===== config.mk =====
export PLATFORM = sky130hd
export DESIGN_NAME = lan_led_status_flat
export DESIGN_NICKNAME = d
export VERILOG_FILES = /design/src/rtl/lan_led_status_if.sv /design/src/rtl/lan_led_status.sv /design/src/flat_wrapper.sv
export SDC_FILE = /design/constraint.sdc
export NUM_CORES = 1
export LEC_CHECK = 0
export CELL_PAD_IN_SITES_DETAIL_PLACEMENT = 0
export CELL_PAD_IN_SITES_GLOBAL_PLACEMENT = 1
export CORE_MARGIN = 1.5
export CORE_UTILIZATION = 41
export DETAILED_ROUTE_END_ITERATION = 10
export PLACE_DENSITY = 0.85
export SLEW_MARGIN = 20
export SYNTH_ARGS = -nofsm -noshare
export SYNTH_HDL_FRONTEND = slang
export SYNTH_SLANG_ARGS = --single-unit

===== constraint.sdc =====
create_clock -name CLK32768 -period 2.33 [get_ports CLK32768]
set_clock_uncertainty 0.05 [all_clocks]
set_input_delay 0.233 -clock CLK32768 [delete_from_list [all_inputs] [get_ports CLK32768]]
set_output_delay 0.233 -clock CLK32768 [all_outputs]
set_load 0.05 [all_outputs]

===== src/rtl/lan_led_status_if.sv =====
// ============================================================================
//  Module      : lan_led_status_if
//  Description : LAN LED pin inputs, LinkChg write port and status outputs
//                of lan_led_status, bundled with master/slave modports.
//  Revision    : 1.0 - initial release
// ============================================================================
`timescale 1ns/1ps
`default_nettype none

interface lan_led_status_if #(
    parameter int NPORT = 2
);
    logic [NPORT-1:0]   PActivity;
    logic [NPORT-1:0]   Speed1P;
    logic [NPORT-1:0]   Speed2P;
    logic               RegWr;
    logic [NPORT-1:0]   RegWrData;
    logic [2*NPORT-1:0] LinkSpeed;
    logic [NPORT-1:0]   ActStretch;
    logic [NPORT-1:0]   LinkChg;
    logic               LanIrq;

    modport master (
        output PActivity, Speed1P, Speed2P, RegWr, RegWrData,
        input  LinkSpeed, ActStretch, LinkChg, LanIrq
    );

    modport slave (
        input  PActivity, Speed1P, Speed2P, RegWr, RegWrData,
        output LinkSpeed, ActStretch, LinkChg, LanIrq
    );
endinterface

`default_nettype wire


===== src/rtl/lan_led_status.sv =====
// ============================================================================
//  Module      : lan_led_status
//  Description : Synchronises/debounces LAN controller LED pins, decodes link
//                speed, stretches activity and keeps sticky W1C link-change
//                flags. Optional interrupt flop: LAN_LED_STATUS_IRQ_EN.
//  Revision    : 1.0 - initial release
// ============================================================================
`timescale 1ns/1ps
`default_nettype none

module lan_led_status #(
    parameter int NPORT       = 2,
    parameter int DEB_CNT     = 3,
    parameter int STRETCH_CNT = 1638,
    parameter int SCW         = 11
) (
    input  logic             CLK32768,
    input  logic             RST_N,
    input  logic             ALL_PWRGD,
    lan_led_status_if.slave  bus
);

    localparam int              c_dw       = 4;
    localparam logic [c_dw-1:0] c_deb_last = c_dw'(DEB_CNT - 1);
    localparam logic [SCW-1:0]  c_stretch  = SCW'(STRETCH_CNT);

    logic [NPORT-1:0] r_act_s1, r_act_s2, r_act_d;
    logic [NPORT-1:0] r_sp1_s1, r_sp1_s2;
    logic [NPORT-1:0] r_sp2_s1, r_sp2_s2;
    logic [NPORT-1:0] w_commit;
    logic [NPORT-1:0] w_wr_clr;
    logic [NPORT-1:0] w_chg_next;
    logic [NPORT-1:0] r_chg;

    // Idle level of every pin is 1, so power-bad parks the chain as if idle.
    always_ff @(posedge CLK32768 or negedge RST_N) begin
        if (!RST_N) begin
            r_act_s1 <= '1;
            r_act_s2 <= '1;
            r_act_d  <= '1;
            r_sp1_s1 <= '1;
            r_sp1_s2 <= '1;
            r_sp2_s1 <= '1;
            r_sp2_s2 <= '1;
        end else if (!ALL_PWRGD) begin
            r_act_s1 <= '1;
            r_act_s2 <= '1;
            r_act_d  <= '1;
            r_sp1_s1 <= '1;
            r_sp1_s2 <= '1;
            r_sp2_s1 <= '1;
            r_sp2_s2 <= '1;
        end else begin
            r_act_s1 <= bus.PActivity;
            r_act_s2 <= r_act_s1;
            r_act_d  <= r_act_s2;
            r_sp1_s1 <= bus.Speed1P;
            r_sp1_s2 <= r_sp1_s1;
            r_sp2_s1 <= bus.Speed2P;
            r_sp2_s2 <= r_sp2_s1;
        end
    end

    generate
        for (genvar gi = 0; gi < NPORT; gi++) begin : g_port
            logic [1:0]      w_code;
            logic [1:0]      r_cand;
            logic [1:0]      r_com;
            logic [c_dw-1:0] r_cnt;
            logic [c_dw-1:0] w_run;
            logic [c_dw-1:0] w_cnt_next;
            logic [SCW-1:0]  r_str;
            logic [SCW-1:0]  w_str_next;
            logic            r_act_out;
            logic            w_fell;
            logic            w_drop;

            // Pins are active-low, so the speed code is the inverted pair.
            assign w_code = ~{r_sp1_s2[gi], r_sp2_s2[gi]};

            // w_run = matching samples already seen before this one.
            assign w_run        = (w_code == r_cand) ? r_cnt + c_dw'(1) : '0;
            assign w_commit[gi] = (w_code != r_com) && (w_run == c_deb_last);
            assign w_fell       = r_act_d[gi] & ~r_act_s2[gi];
            assign w_drop       = w_commit[gi] && (w_code == 2'b00);

            always_comb begin
                w_cnt_next = r_cnt;
                if (w_commit[gi] || (w_code != r_cand)) begin
                    w_cnt_next = '0;
                end else if (r_cand != r_com) begin
                    w_cnt_next = w_run;
                end
            end

            always_comb begin
                w_str_next = r_str;
                if (w_drop) begin
                    w_str_next = '0;
                end else if (w_fell && (r_com != 2'b00)) begin
                    w_str_next = c_stretch;
                end else if (r_str != '0) begin
                    w_str_next = r_str - SCW'(1);
                end
            end

            always_ff @(posedge CLK32768 or negedge RST_N) begin
                if (!RST_N) begin
                    r_cand    <= 2'b00;
                    r_com     <= 2'b00;
                    r_cnt     <= '0;
                    r_str     <= '0;
                    r_act_out <= 1'b0;
                end else if (!ALL_PWRGD) begin
                    r_cand    <= 2'b00;
                    r_com     <= 2'b00;
                    r_cnt     <= '0;
                    r_str     <= '0;
                    r_act_out <= 1'b0;
                end else begin
                    r_cand    <= w_code;
                    r_cnt     <= w_cnt_next;
                    r_str     <= w_str_next;
                    r_act_out <= (w_str_next != '0);
                    if (w_commit[gi]) begin
                        r_com <= w_code;
                    end
                end
            end

            assign bus.LinkSpeed[2*gi +: 2] = r_com;
            assign bus.ActStretch[gi]       = r_act_out;
        end
    endgenerate

    // A commit on the same edge as a clear keeps the flag set.
    assign w_wr_clr   = bus.RegWr ? bus.RegWrData : '0;
    assign w_chg_next = (r_chg & ~w_wr_clr) | w_commit;

    always_ff @(posedge CLK32768 or negedge RST_N) begin
        if (!RST_N) begin
            r_chg <= '0;
        end else if (!ALL_PWRGD) begin
            r_chg <= '0;
        end else begin
            r_chg <= w_chg_next;
        end
    end

    assign bus.LinkChg = r_chg;

`ifdef LAN_LED_STATUS_IRQ_EN
    logic r_irq;

    always_ff @(posedge CLK32768 or negedge RST_N) begin
        if (!RST_N) begin
            r_irq <= 1'b0;
        end else if (!ALL_PWRGD) begin
            r_irq <= 1'b0;
        end else begin
            r_irq <= |w_chg_next;
        end
    end

    assign bus.LanIrq = r_irq;
`else
    assign bus.LanIrq = 1'b0;
`endif

endmodule

`default_nettype wire


===== src/flat_wrapper.sv =====
// flat-port wrapper written by rule: the top's interface ports become plain ports
module lan_led_status_flat 
#(
    parameter int NPORT       = 2,
    parameter int DEB_CNT     = 3,
    parameter int STRETCH_CNT = 1638,
    parameter int SCW         = 11
)
  (CLK32768, RST_N, ALL_PWRGD, bus_PActivity, bus_Speed1P, bus_Speed2P, bus_RegWr, bus_RegWrData, bus_LinkSpeed, bus_ActStretch, bus_LinkChg, bus_LanIrq);
  lan_led_status_if #(.NPORT(NPORT)) bus_i ();
  input  logic CLK32768;
  input  logic RST_N;
  input  logic ALL_PWRGD;
  input wire logic [$bits(bus_i.PActivity)-1:0] bus_PActivity;
  input wire logic [$bits(bus_i.Speed1P)-1:0] bus_Speed1P;
  input wire logic [$bits(bus_i.Speed2P)-1:0] bus_Speed2P;
  input wire logic [$bits(bus_i.RegWr)-1:0] bus_RegWr;
  input wire logic [$bits(bus_i.RegWrData)-1:0] bus_RegWrData;
  output wire logic [$bits(bus_i.LinkSpeed)-1:0] bus_LinkSpeed;
  output wire logic [$bits(bus_i.ActStretch)-1:0] bus_ActStretch;
  output wire logic [$bits(bus_i.LinkChg)-1:0] bus_LinkChg;
  output wire logic [$bits(bus_i.LanIrq)-1:0] bus_LanIrq;
  assign bus_i.PActivity = bus_PActivity;
  assign bus_i.Speed1P = bus_Speed1P;
  assign bus_i.Speed2P = bus_Speed2P;
  assign bus_i.RegWr = bus_RegWr;
  assign bus_i.RegWrData = bus_RegWrData;
  assign bus_LinkSpeed = bus_i.LinkSpeed;
  assign bus_ActStretch = bus_i.ActStretch;
  assign bus_LinkChg = bus_i.LinkChg;
  assign bus_LanIrq = bus_i.LanIrq;
  lan_led_status #(.NPORT(NPORT), .DEB_CNT(DEB_CNT), .STRETCH_CNT(STRETCH_CNT), .SCW(SCW)) u_core (.CLK32768(CLK32768), .RST_N(RST_N), .ALL_PWRGD(ALL_PWRGD), .bus(bus_i));
endmodule

==> impl_metrics.json, run 1 <==
{
  "final_cell_mix": "42 x dfrtp_1, 35 x nand2_1, 29 x nor2_1",
  "cts_buffer_depth": 2,
  "synth_seq_cells": 56,
  "syn_area_sq_um": 2919,
  "cp-start-kind": "flop",
  "yosys.area.top_type_share_pct": 36.01,
  "p_leak_uw": 0.001477,
  "area_delta_synth_final_pct": 16.33,
  "critPathCaptureType": "flop",
  "synth_top_family_by_area": "simple AND/OR/NAND/NOR gates",
  "numCtsBuffers": 5,
  "slowest_delay_ns": 0.54,
  "clk_latency_ns": 0.31,
  "crit_arrival_ns": 2.38,
  "layout_commonest_cell": "dfrtp_1",
  "drc": 0,
  "muxShareOfSynthArea_pct": 2.443,
  "syn_avg_cell_area_sq_um": 9.602,
  "crit_chain": "inv_1 > ha_1 > or4b_4 > nor4_1 > a31oi_1 > nor4b_2 > o31a_1 > a31oi_1",
  "place_area_sq_um": 3268,
  "grt_max_degree": 27,
  "die_height_um": 87.38,
  "die-area_sq_um": 7634,
  "viasPerCell": 5.175,
  "hold_class": "in2async",
  "drive_above_1_share_pct": 15.68,
  "drt-pass1-iter-count": 4,
  "final_util_pct": 49.71,
  "fin_nets": 353,
  "status": "finished, final reports clean",
  "synthCells": 304,
  "grt_pass1_vias": 2182,
  "holdWs_ns": 0.3882,
  "netlist_top_cells_area": "dfrtp_1 36%, dfstp_2 13%, nand2_1 4.5%",
  "fmax_ghz": 0.4460,
  "synth-simple-area-share_pct": 23.19,
  "worst_pin_slew_ns": 0.6175,
  "htree_num_levels": 2,
  "path_clk_slew_ns": 0.11,
  "synth_top_cell_by_area": "dfrtp_1",
  "dp_hpwl_um": 4141,
  "postLayoutCellArea_sq_um": 3396,
  "async_reset_ff_share_pct": 100.0,
  "synth_edf_count": 0,
  "ys_types": 52,
  "finalSetupViolCount": 0,
  "r2r-start": "u_core.g_port[0].r_str[1]",
  "nFillCells": 670,
  "synth-seq-area-share_pct": 48.61,
  "grt_first_pass_wirelength_um": 9873,
  "yosys.area_share.adder_pct": 1.715,
  "path_class": "reg2reg",
  "crit_top_cell": "a31oi_1",
  "n_antenna_cell": 0,
  "crit_fanout": 10,
  "final.setup.tns_ns": 0,
  "io_pins": 21,
  "power.density_nw_per_um2": 979.7,
  "p_clk_share_pct": 15.8,
  "clock-sinks": 56,
  "port_buffers": 19,
  "pre_cts_ws_ns": 0.01889,
  "gr-total-overflow": 0,
  "finalCritPeriodShare_pct": 96.22,
  "slew_headroom_pct": 58.46,
  "rows": 30,
  "ir_worst_vdd_mv": 0.4700,
  "rsz0062_at_grt": "yes",
  "combPwrFrac_pct": 45.7,
  "layout_setup_ws_ns": 0.08807,
  "core_area_sq_um": 6832,
  "syn_nets": 320,
  "intPower_uw": 2024,
  "cts_root_buffer": "clkbuf_8",
  "cts_tree": "built",
  "grt_usage_pct": 16.22,
  "synth_ff_type": "dfrtp_1",
  "slew_viol_final": 0,
  "synth_compound_area_share_pct": 12.52,
  "vias": 2246,
  "drtIter0Drc": 157,
  "die_w_um": 87.38,
  "ant_nets": 0,
  "startpoint": "u_core.g_port[0].r_str[1]",
  "final.min_clock_period_ns": 2.242,
  "p_sw_share_pct": 39.16,
  "yosys_warnings": 0,
  "initial_utilization_pct": 42.73,
  "slowest_stage": "or4b_4",
  "maxCapViolCount": 0,
  "netSwitchingPower_uw": 1303,
  "hold_viol": 0,
  "gp_congestion": 0.8539,
  "routed_wl_um": 5653,
  "avgRoutedWirePerCell_um": 13.03,
  "grt_antenna_before_repair": 0,
  "pwr-share-seq_pct": 38.4,
  "synth-xor-area-share_pct": 7.501,
  "cp.required_ns": 2.47
}
-- final cells by class --
| class | instances | area (sq um) | share of cell area [%] |
|---|---|---|---|
| clock buffers | 5 | 68.82 | 2.027 |
| clock inverters | 3 | 23.77 | 0.7001 |
| inverters | 10 | 37.54 | 1.105 |
| multi-input cells | 227 | 1404 | 41.34 |
| flip-flops and latches | 56 | 1419 | 41.78 |
| well taps | 96 | 120.1 | 3.537 |
| repair buffers | 37 | 322.8 | 9.506 |
-- path summary, 6_finish.rpt --
kind | cells after the start | slack, ns | endpoint
max | 8 | 0.09 | u_core.g_port[0].r_act_out
min | 2 | 0.39 | u_core.g_port[0].r_cnt[2]
max reg2reg | 8 | 0.09 | u_core.g_port[0].r_act_out
min reg2reg | 2 | 0.41 | u_core.r_act_d[1]
max in group asynchronous | 3 | 1.14 | u_core.r_sp1_s1[0]
min in group CLK32768 | 2 | 0.40 | u_core.r_sp2_s1[1]
-- routing by layer --
metal / share of wire (%) / routed length (um) / GRT usage (%) / vias to the layer above
met2: 48 / 2702 / 26.15 / 67
met5: 0 / 0 / 0 / -
li1: - / - / - / 1109
met4: 0.42 / 24 / 4.329 / 0
met1: 46 / 2599 / 22.33 / 1068
met3: 5.8 / 327 / 3.223 / 2
-- power groups by stage --
stage	Sequential [uW]	Clock, uW	Combinational [uW]
2_1_floorplan	1250	0	1200
3_3_place_gp	1280	0	1460
3_5_place_dp	1290	0	1470
4_1_cts	1270	553	1480
5_1_grt	1300	580	1710
6_report	1280	527	1520
-- registers in the layout, summed over array words and instances, names as in the netlist --
signal,flops
u_core.g_port.r_act_out,2
u_core.g_port.r_cand,4
u_core.r_act_d,2
u_core.bus.LinkChg,2
u_core.r_sp2_s2,2
u_core.r_sp1_s2,2
u_core.g_port.r_str,22
u_core.r_act_s2,2
u_core.g_port.r_com,4
u_core.r_sp1_s1,2
u_core.g_port.r_cnt,8
u_core.r_sp2_s1,2
u_core.r_act_s1,2
-- synthesized netlist by cell type (all sizes together), types with 3 or more instances --
master and n:
dfrtp 42, and3 3, nor4b 3, o31ai 3
nand2 35, dfstp 14, or2 5, inv 10
nor4 5, a21oi 18, o21ai 18, nor2 30
nor2b 5, clkbuf 4, xor2 11, nand2b 16
xnor2 14, a21boi 4, a31oi 6, ha 4
buf 7, nand3 9, mux2i 6, or3 4
-- critical path, delay by kind of cell (launching register included) --
family                     cells  cell delay, ns
adders and majority gates      1            0.15
DFF                            1            0.43
buffers and inverters          1            0.07
AOI/OAI and AO/OA              3            0.35
and+or+nand+nor                3            1.08
-- repair_timing --
item                                    CTS  global route
gates resized for setup                   0             4
hold buffers                              1             0
endpoints found under the hold margin    17             0
setup buffers                             0             1
endpoints found under the setup margin    0             2
-- logic make-up (layout without fill, tap and decap cells) --
| family | Yosys count | in the layout |
|---|---|---|
| buffers and inverters | 21 | 55 |
| muxes | 7 | 7 |
| and+or+nand+nor | 130 | 130 |
| AOI/OAI and AO/OA | 60 | 60 |
| xor gates and xnor gates | 25 | 25 |
| DFF | 56 | 56 |
| other | 1 | 1 |
| adders and majority gates | 4 | 4 |
-- stage by stage --
| stage | total power [uW] | instances |
|---|---|---|
| after floorplan | 2445 | 304 |
| after global placement | 2741 | 424 |
| after detailed placement | 2757 | 424 |
| after CTS | 3301 | 433 |
| after global routing | 3594 | 434 |
| final | 3327 | 434 |
Power figures use the tool's default switching activity.
==> run 2: changes to the inputs <==
--- a/config.mk
+++ b/config.mk
@@ -10,7 +10,7 @@
 export CORE_MARGIN = 1.5
 export CORE_UTILIZATION = 41
 export DETAILED_ROUTE_END_ITERATION = 10
-export PLACE_DENSITY = 0.85
+export PLACE_DENSITY_LB_ADDON = 0.1
 export SLEW_MARGIN = 20
 export SYNTH_ARGS = -nofsm -noshare
 export SYNTH_HDL_FRONTEND = slang
==> run 2 against run 1 <==
Register-to-register slack improved by 0.07 ns. Worst hold slack improved by 0.0058 ns. Sequential share of layout area fell by 0.89 points. Die area did not move. Routed wire length rose by 0.42%. First-iteration DRC count fell by 33%. Critical path type unchanged. Highest routed layer unchanged.
==> impl_metrics.json, run 2 (same netlist as run 1, synthesis figures left out) <==
{
  "crit_fanout": 9,
  "drtIter0Drc": 105,
  "reg2reg_depth": 8,
  "final.min_clock_period_ns": 2.172,
  "cts_buffer_depth": 2,
  "htree_num_levels": 2,
  "avgRoutedWirePerCell_um": 13.08,
  "fmax_ghz": 0.4605,
  "area_delta_synth_final_pct": 18.86,
  "die-area_sq_um": 7634,
  "vias": 2183,
  "cp-start-kind": "flop",
  "dp_hpwl_um": 4082,
  "cts_tree": "built",
  "critPathCaptureType": "flop",
  "worst_pin_slew_ns": 0.7203,
  "drc": 0,
  "rsz0062_at_grt": "no",
  "power.density_nw_per_um2": 1021,
  "regMostFlops": "u_core.g_port.r_str",
  "slew_viol_final": 0,
  "finalSetupViolCount": 0,
  "slew_headroom_pct": 51.54,
  "rows": 30,
  "drt-pass1-iter-count": 4,
  "cts_root_buffer": "clkbuf_8",
  "ir_worst_vdd_mv": 0.3214,
  "core_area_sq_um": 6832,
  "fin_nets": 353,
  "initial_utilization_pct": 42.73,
  "hold-path-cell-count": 2,
  "p_leak_uw": 0.001511,
  "crit_arrival_ns": 2.31,
  "grt_antenna_before_repair": 0,
  "final_cell_mix": "42 x dfrtp_1, 35 x nand2_1, 28 x nor2_1",
  "rrSetupSlack_ns": 0.16,
  "path_clk_slew_ns": 0.10,
  "gp_congestion": 0.8896,
  "port_buffers": 19,
  "cp.required_ns": 2.47,
  "maxCapViolCount": 0,
  "hold_viol": 0,
  "top_regs": "u_core.g_port.r_str: 22 flops, u_core.g_port.r_cnt: 8 flops",
  "grt_first_pass_wirelength_um": 9618,
  "drive_above_1_share_pct": 16.86,
  "grt_max_degree": 34,
  "viasPerCell": 5.030,
  "routed_wl_um": 5677,
  "numCtsBuffers": 5,
  "ant_nets": 0,
  "finalCritPeriodShare_pct": 93.20,
  "io_pins": 21,
  "nFillCells": 651,
  "largest_reg_flops": 22,
  "final.setup.tns_ns": 0,
  "hold_class": "in2reg",
  "hold_end": "u_core.r_sp2_s1[0]",
  "gr-total-overflow": 0,
  "min_from": "bus_Speed2P[0]",
  "r2r-start": "u_core.g_port[0].r_str[1]",
  "place_area_sq_um": 3273,
  "n_antenna_cell": 0,
  "status": "finished, final reports clean",
  "die_w_um": 87.38,
  "path_class": "reg2reg",
  "rr_endpoint": "u_core.g_port[0].r_act_out",
  "holdWs_ns": 0.3940,
  "postLayoutCellArea_sq_um": 3470,
  "clk_latency_ns": 0.31,
  "die_height_um": 87.38,
  "grt_pass1_vias": 2023,
  "grt_usage_pct": 16.03,
  "stdcell_count": 434,
  "dp.cells": 423,
  "final_util_pct": 50.79,
  "clock-sinks": 56,
  "layout_commonest_cell": "dfrtp_1"
}
[run 2: routing by layer]
layer / vias up / part of all wire, % / wire, um / global-route usage (%)
met2: 29 / 45 / 2567 / 23.99
met3: 8 / 2.8 / 161 / 3.886
met4: 0 / 1.3 / 72 / 4.762
met1: 1041 / 51 / 2875 / 23.01
li1: 1105 / - / - / -
met5: - / 0 / 0 / 0
[run 2: power by group]
| group | internal [uW] | total (uW) | switching, uW |
|---|---|---|---|
| Clock | 344 | 656 | 312 |
| Sequential | 1120 | 1290 | 171 |
| Combinational | 754 | 1600 | 845 |
| Total | 2220 | 3540 | 1330 |
[run 2: area by class of cell]
type	instances	area, sq um	share of cell area (%)
inverter	10	37.54	1.082
timing repair buffer	37	335.3	9.665
sequential	56	1419	40.89
multi-input combinational	227	1435	41.36
tap	96	120.1	3.462
clock buffer	8	122.6	3.534
[run 2: critical path, cell delays in order (launching register included)]
cell and delay [ns]:
dfrtp_1 0.43, inv_1 0.07, ha_1 0.15, or4b_4 0.53, o21ai_2 0.14, nand3_1 0.14
nor4b_2 0.30, o31a_1 0.18, a31oi_1 0.08
[run 2: how the worst max path moves through the flow]
stage / from / endpoint / slack (ns) / depth (start not counted)
floorplan: u_core.g_port[0].r_str[0] / u_core.g_port[0].r_str[2] / 0.09 / 9
global placement: u_core.g_port[1].r_str[0] / u_core.g_port[1].r_act_out / 0.12 / 8
detailed placement: u_core.g_port[1].r_str[0] / u_core.g_port[1].r_act_out / 0.09 / 8
CTS: u_core.g_port[1].r_str[0] / u_core.g_port[1].r_act_out / 0.07 / 8
global route: u_core.g_port[1].r_str[0] / u_core.g_port[1].r_act_out / 0.01 / 8
finish: u_core.g_port[0].r_str[1] / u_core.g_port[0].r_act_out / 0.16 / 8
[run 2: what timing repair did]
action / CTS / global route
endpoints found under the hold margin: 23 / 0
buffers inserted: 0 / 2
resized for setup: 0 / 10
hold buffers: 1 / 0
endpoints found under the setup margin: 0 / 4
[run 2: through the flow]
step           total power, uW  setup slack, ns
2_1_floorplan             2445          0.09107
3_3_place_gp              2799           0.1183
3_5_place_dp              2776          0.08969
4_1_cts                   3447          0.06693
5_1_grt                   3825          0.01031
6_report                  3544           0.1584
==> run 3: changes to the inputs <==
--- a/config.mk
+++ b/config.mk
@@ -5,6 +5,7 @@
 export SDC_FILE = /design/constraint.sdc
 export NUM_CORES = 1
 export LEC_CHECK = 0
+export ABC_CLOCK_PERIOD_IN_PS = 2330
 export CELL_PAD_IN_SITES_DETAIL_PLACEMENT = 0
 export CELL_PAD_IN_SITES_GLOBAL_PLACEMENT = 1
 export CORE_MARGIN = 1.5
==> results of run 3 <==
No change in the layout: final DEF, timing and power equal those of run 2.
